<file path="src/rtl/btn_input_conditioner_pkg.sv">
// Shared definitions for the front-panel push-button conditioner.
//   btn_state_e : per-channel hold-tracking FSM states
//   cnt_width() : width of the hold/repeat tick counter
package btn_input_conditioner_pkg;

    typedef enum logic [1:0] {
        StIdle = 2'd0,
        StHeld = 2'd1,
        StLong = 2'd2
    } btn_state_e;

    // The counter must reach the larger of the two thresholds without wrapping.
    function automatic int unsigned cnt_width(input int unsigned long_ticks,
                                              input int unsigned repeat_ticks);
        int unsigned max_ticks;
        max_ticks = (long_ticks > repeat_ticks) ? long_ticks : repeat_ticks;
        if (max_ticks == 0) begin
            return 1;
        end
        return $clog2(max_ticks + 1);
    endfunction

endpackage

</file>
<file path="src/rtl/btn_input_conditioner_channel.sv">
// One push-button channel: 2-FF synchroniser, tick-sampled stability filter with
// hysteresis, press/release edge pulses and long-press / auto-repeat FSM.
// Ports:
//   clk, rst       : clock, asynchronous active-high reset
//   tick           : one-cycle sample enable from the shared divider
//   btn            : raw asynchronous button input
//   level          : debounced level
//   press_pulse    : 1-clk pulse on debounced 0->1
//   release_pulse  : 1-clk pulse on debounced 1->0
//   long_pulse     : 1-clk pulse when the hold time reaches LONG_TICKS
//   repeat_pulse   : 1-clk pulse every REPEAT_TICKS ticks after long_pulse
module btn_input_conditioner_channel
    import btn_input_conditioner_pkg::*;
#(
    parameter int unsigned STABLE_N     = 8,
    parameter int unsigned LONG_TICKS   = 100000,
    parameter int unsigned REPEAT_TICKS = 20000,
    parameter int unsigned CNT_W        = 17
) (
    input  logic clk,
    input  logic rst,
    input  logic tick,
    input  logic btn,
    output logic level,
    output logic press_pulse,
    output logic release_pulse,
    output logic long_pulse,
    output logic repeat_pulse
);

    localparam logic [CNT_W-1:0] LongLast = CNT_W'(LONG_TICKS - 1);
    localparam logic [CNT_W-1:0] RepLast  =
        (REPEAT_TICKS > 0) ? CNT_W'(REPEAT_TICKS - 1) : '0;

    logic [1:0]          sync_q;
    logic [STABLE_N-1:0] shreg_q;
    logic [STABLE_N-1:0] shreg_next;
    logic                level_q;
    logic                level_dly_q;
    logic                level_next;
    btn_state_e          state_q;
    logic [CNT_W-1:0]    cnt_q;
    logic                long_q;
    logic                repeat_q;

    // Level only moves on a full run of equal samples; partial patterns hold it.
    always_comb begin
        shreg_next = {shreg_q[STABLE_N-2:0], sync_q[1]};
        level_next = level_q;
        if (&shreg_next) begin
            level_next = 1'b1;
        end else if (~|shreg_next) begin
            level_next = 1'b0;
        end
    end

    always_ff @(posedge clk or posedge rst) begin
        if (rst) begin
            sync_q      <= '0;
            shreg_q     <= '0;
            level_q     <= 1'b0;
            level_dly_q <= 1'b0;
            state_q     <= StIdle;
            cnt_q       <= '0;
            long_q      <= 1'b0;
            repeat_q    <= 1'b0;
        end else begin
            sync_q      <= {sync_q[0], btn};
            level_dly_q <= level_q;
            long_q      <= 1'b0;
            repeat_q    <= 1'b0;
            if (tick) begin
                shreg_q <= shreg_next;
                level_q <= level_next;
                // The FSM looks at the level being written on this tick, so a release
                // on the tick that would also hit a threshold suppresses the pulse.
                if (!level_next) begin
                    state_q <= StIdle;
                    cnt_q   <= '0;
                end else begin
                    unique case (state_q)
                        StIdle: begin
                            state_q <= StHeld;
                            cnt_q   <= '0;
                        end
                        StHeld: begin
                            if (cnt_q == LongLast) begin
                                long_q  <= 1'b1;
                                cnt_q   <= '0;
                                state_q <= StLong;
                            end else begin
                                cnt_q <= cnt_q + 1'b1;
                            end
                        end
                        StLong: begin
                            if (REPEAT_TICKS == 0) begin
                                cnt_q <= '0;
                            end else if (cnt_q == RepLast) begin
                                repeat_q <= 1'b1;
                                cnt_q    <= '0;
                            end else begin
                                cnt_q <= cnt_q + 1'b1;
                            end
                        end
                        default: begin
                            state_q <= StIdle;
                            cnt_q   <= '0;
                        end
                    endcase
                end
            end
        end
    end

    assign level         = level_q;
    assign press_pulse   = level_q & ~level_dly_q;
    assign release_pulse = ~level_q & level_dly_q;
    assign long_pulse    = long_q;
    assign repeat_pulse  = repeat_q;

endmodule

</file>
<file path="src/rtl/btn_input_conditioner.sv">
// N-channel push-button conditioner for the front panel. Holds the shared sample-tick
// divider and one conditioning channel per button.
// Ports:
//   clk, rst   : clock, asynchronous active-high reset
//   i_btn      : raw asynchronous button inputs, active-high
//   o_level    : debounced levels
//   o_press    : 1-clk pulse on debounced 0->1
//   o_release  : 1-clk pulse on debounced 1->0
//   o_long     : 1-clk pulse when the hold time reaches LONG_TICKS
//   o_repeat   : 1-clk pulse every REPEAT_TICKS ticks after o_long while held
module btn_input_conditioner
    import btn_input_conditioner_pkg::*;
#(
    parameter int unsigned N_BTN        = 5,
    parameter int unsigned TICK_DIV     = 1000,
    parameter int unsigned STABLE_N     = 8,
    parameter int unsigned LONG_TICKS   = 100000,
    parameter int unsigned REPEAT_TICKS = 20000
) (
    input  logic             clk,
    input  logic             rst,
    input  logic [N_BTN-1:0] i_btn,
    output logic [N_BTN-1:0] o_level,
    output logic [N_BTN-1:0] o_press,
    output logic [N_BTN-1:0] o_release,
    output logic [N_BTN-1:0] o_long,
    output logic [N_BTN-1:0] o_repeat
);

    localparam int unsigned     DivW    = (TICK_DIV > 1) ? $clog2(TICK_DIV) : 1;
    localparam logic [DivW-1:0] DivLast = DivW'(TICK_DIV - 1);
    localparam int unsigned     CntW    = cnt_width(LONG_TICKS, REPEAT_TICKS);

    logic [DivW-1:0] div_q;
    logic            tick;

    assign tick = (div_q == DivLast);

    always_ff @(posedge clk or posedge rst) begin
        if (rst) begin
            div_q <= '0;
        end else if (tick) begin
            div_q <= '0;
        end else begin
            div_q <= div_q + 1'b1;
        end
    end

    for (genvar g = 0; g < N_BTN; g++) begin : gen_ch
        btn_input_conditioner_channel #(
            .STABLE_N     (STABLE_N),
            .LONG_TICKS   (LONG_TICKS),
            .REPEAT_TICKS (REPEAT_TICKS),
            .CNT_W        (CntW)
        ) u_ch (
            .clk           (clk),
            .rst           (rst),
            .tick          (tick),
            .btn           (i_btn[g]),
            .level         (o_level[g]),
            .press_pulse   (o_press[g]),
            .release_pulse (o_release[g]),
            .long_pulse    (o_long[g]),
            .repeat_pulse  (o_repeat[g])
        );
    end

endmodule

</file>
<file path="config.mk">
export PLATFORM = sky130hd
export DESIGN_NAME = btn_input_conditioner
export DESIGN_NICKNAME = d
export VERILOG_FILES = /design/src/rtl/btn_input_conditioner_pkg.sv /design/src/rtl/btn_input_conditioner_channel.sv /design/src/rtl/btn_input_conditioner.sv
export SDC_FILE = /design/constraint.sdc
export NUM_CORES = 1
export LEC_CHECK = 0
export CORE_AREA = 8 8 170 172
export DETAILED_ROUTE_END_ITERATION = 10
export DIE_AREA = 0 0 178 180
export GPL_ROUTABILITY_DRIVEN = 0
export HOLD_SLACK_MARGIN = 0.02
export SETUP_SLACK_MARGIN = 0.1
export SYNTH_ARGS = -nofsm -noshare
export SYNTH_HDL_FRONTEND = slang
export SYNTH_HIERARCHICAL = 1
export SYNTH_SLANG_ARGS = --single-unit
</file>
<file path="constraint.sdc">
create_clock -name clk -period 2.9 [get_ports clk]
set_input_delay 0.58 -clock clk [delete_from_list [all_inputs] [get_ports clk]]
set_output_delay 0.58 -clock clk [all_outputs]
set_load 0.02 [all_outputs]
</file>
==> out/results.tsv <==
stage	metric	value	unit
cts	clkLatencyLatePin	430	ps
sta	tns	0	ps
setup_path	worstPathMaxFanout	19	
cells_and_area	syn_to_final_growth	10.1	%
min_path	hold_path_class	flop to flop	
detailed_routing	wl_per_cell	15.9	um
yosys	yosysMostFrequentCell	dfrtp_1	
placed_design	dp_hpwl	14300	um
cts	cts_hold_buf	0	
global_route	grt_use_total	13.5	%
yosys	synth_common_cells	dfrtp_1 (170), nor2_1 (57), inv_1 (53)	
yosys	netlist_instances	947	
global_route	overflow	0	
floorplanning	die_w	178	um
pwr	peakVddDrop	0.000330	V
sta	worst_clock_skew	12.4	ps
yosys	synth_area	0.0103	mm^2
pwr	clockPowerShare	47.7	%
cts	clock-sinks	170	
cts	cts-resized-gates	0	
floorplanning	ios	32	
outcome	status	finished clean	
detailed_routing	drtPass1Iterations	5	
yosys	synthFlopType	dfrtp_1	
yosys	yosys-top-cells-area	dfrtp_1 (41%), mux2_2 (4.4%), buf_6 (3.3%)	
floorplanning	initial_core_util	39.1	%
cts	postCtsSetupBuffers	0	
detailed_routing	vias	7597	
cells_and_area	drive_above_1_share	23.1	%
setup_path	path_cells	ha_1 -> nand2_2 -> nor4b_4 -> and3_4 -> buf_4 -> nand2_1 -> nor3_4 -> a41o_1	
setup_path	crit_arrival	2830	ps
floorplanning	rows	60	
setup_path	cp.buffers_inverters	1	
run	drv_cap	0	
yosys	synth_nets	980	
pwr	p_int	3.63	mW
pwr	power_density	412	mW/mm^2
sta	hold_viol	0	
setup_path	start_kind	flop	
sta	final.min_clock_period	2470	ps
detailed_routing	ant_nets	0	
pwr	share_comb_of_total_power	1.4	%
yosys	ys_warn_count	6	
sta	period_share	85.1	%
yosys	async_flop_share	100	%
pwr	swShare	22.3	%
placed_design	dpl_cell_area	0.0108	mm^2
detailed_routing	vias_per_cell	5.76	
yosys	ys_seq_area_share	41.3	%
cells_and_area	num_antenna_cells	0	
yosys	ys_seq_elements	170	
cts	cts_tree	built	
sta	rsz0062_at_grt	false	
sta	slew-limit-headroom	63.7	%
pwr	power_leakage	4.71	nW
pwr	power	4.68	mW
floorplanning	core	0.0264	mm^2
setup_path	critPathKind	flop to flop	
cts	cts.path.max_buffers	2	
setup_path	cp_slowest_cell	dfrtp_1	
sta	worst_pin_slew	545	ps
cells_and_area	nets	999	
cts	numCtsBuffers	17	
detailed_routing	drc	0	
floorplanning	die_area	0.0320	mm^2
global_route	antenna_found_initial	0	
pwr	p_sw	1.04	mW
cells_and_area	final_area	0.0113	mm^2
yosys	avgSynthCellArea	10.9	um^2
setup_path	crit_path_end_kind	flop	
global_route	grt_pass1_wl	36700	um
cts	cts-htree-levels	4	
detailed_routing	drt-initial-drc-count	538	
global_route	grt_max_degree	33	
setup_path	cpPeakStageDelay	420	ps
global_route	grt_pass1_vias	7328	
sta	report.final.setup_viol	0	
pwr	p_seq_share	50.9	%
setup_path	critical-path-top-delay-family	simple AND/OR/NAND/NOR gates	
sta	slew_viol_final	0	
cts	ctsRootBufferMaster	clkbuf_16	
detailed_routing	wirelength	21000	um
placed_design	port_buffers	31	
yosys	synth_edf_count	0	
setup_path	crit_required	3260	ps
cts	clk_pin_slew	60	ps
yosys	yosys.area.top_type	dfrtp_1	
floorplanning	die_h	180	um
yosys	ys_types	73	
yosys	synth_top_area_share	41.3	%
sta	max_freq	405	MHz
logic make-up after synthesis:
| group | share of synthesized area, % |
|---|---|
| compound gates | 19.1 |
| xor+xnor | 0.425 |
| fa+ha+maj | 3.16 |
| buf+inv | 7.38 |
| flops | 41.3 |
| mux | 5.34 |
| simple gates | 23.3 |
power by group through the flow:
stage          registers (mW)  clock network, mW  logic, mW
2_1_floorplan            2.42                  0     0.0368
3_3_place_gp             2.43                  0     0.0685
3_5_place_dp             2.43                  0     0.0684
4_1_cts                  2.38               2.31     0.0686
5_1_grt                  2.38               2.41     0.0763
6_report                 2.38               2.23     0.0632
final timing paths:
check                           slack, ps                startpoint  cells after the start                        to
worst max-delay path                  430                  div_q[0]                      8  gen_ch[3].u_ch/cnt_q[14]
worst min-delay path                  350  gen_ch[1].u_ch/sync_q[0]                      0  gen_ch[1].u_ch/sync_q[1]
worst max register to register        430                  div_q[0]                      8  gen_ch[3].u_ch/cnt_q[14]
worst min register to register        350  gen_ch[1].u_ch/sync_q[0]                      0  gen_ch[1].u_ch/sync_q[1]
max in group asynchronous            1790                       rst                      3  gen_ch[1].u_ch/cnt_q[10]
min in group asynchronous             710                       rst                      2                  div_q[7]
worst register-to-register path: stages (launching register included):
cell and delay [ps]:
dfrtp_1 420, ha_1 240, nand2_2 110, nor4b_4 280, and3_4 370, buf_4 280, nand2_1 120, nor3_4 340
a41o_1 240
area by class of cell:
cell class,instances,area (um^2)
Clock buffer,21,460
Tap cell,341,427
Clock inverter,11,114
Sequential cell,170,4250
Multi-Input combinational cell,659,5290
Inverter,57,214
Fill cell,2480,15000
Timing Repair Buffer,61,586
sequential cells by signal, summed over array words and instances, names as in the netlist:
register and cells:
gen_ch.u_ch/level 5, div_q 10, gen_ch.u_ch/repeat_pulse 5, gen_ch.u_ch/shreg_q 35, gen_ch.u_ch/cnt_q 85, gen_ch.u_ch/level_dly_q 5, gen_ch.u_ch/state_q 10, gen_ch.u_ch/sync_q 10
gen_ch.u_ch/long_pulse 5
routing by layer:
layer	routed length [um]	global-route usage [%]	vias up
li1	-	-	3685
met3	701	2.37	21
met5	0	0	-
met1	10100	18.6	3777
met4	289	4.67	0
met2	9920	21.0	114
cells in the final DEF, fill, tap and decap left out, drive strengths merged, types with 26 or more instances in the layout:
master	netlist	routed
a21oi	32	32
buf	46	30
clkdlybuf4s50	0	31
dfrtp	170	170
ha	26	26
inv	53	55
mux2	40	40
nand2	33	33
nand3	30	30
nand4	60	60
nor2	67	67
nor2b	26	26
o21ai	26	26
stage by stage:
stage | hold slack, ps | setup WS, ps | instances | utilization, %
after floorplan | 331 | 521 | 947 | -
after global placement | 336 | 530 | 1288 | 40.9
after detailed placement | 336 | 464 | 1288 | 40.9
after CTS | 358 | 434 | 1320 | 43.1
after global routing | 361 | 238 | 1320 | 43.1
final | 353 | 433 | 1320 | 43.1
Note: power is estimated with default switching activity, not from simulation.
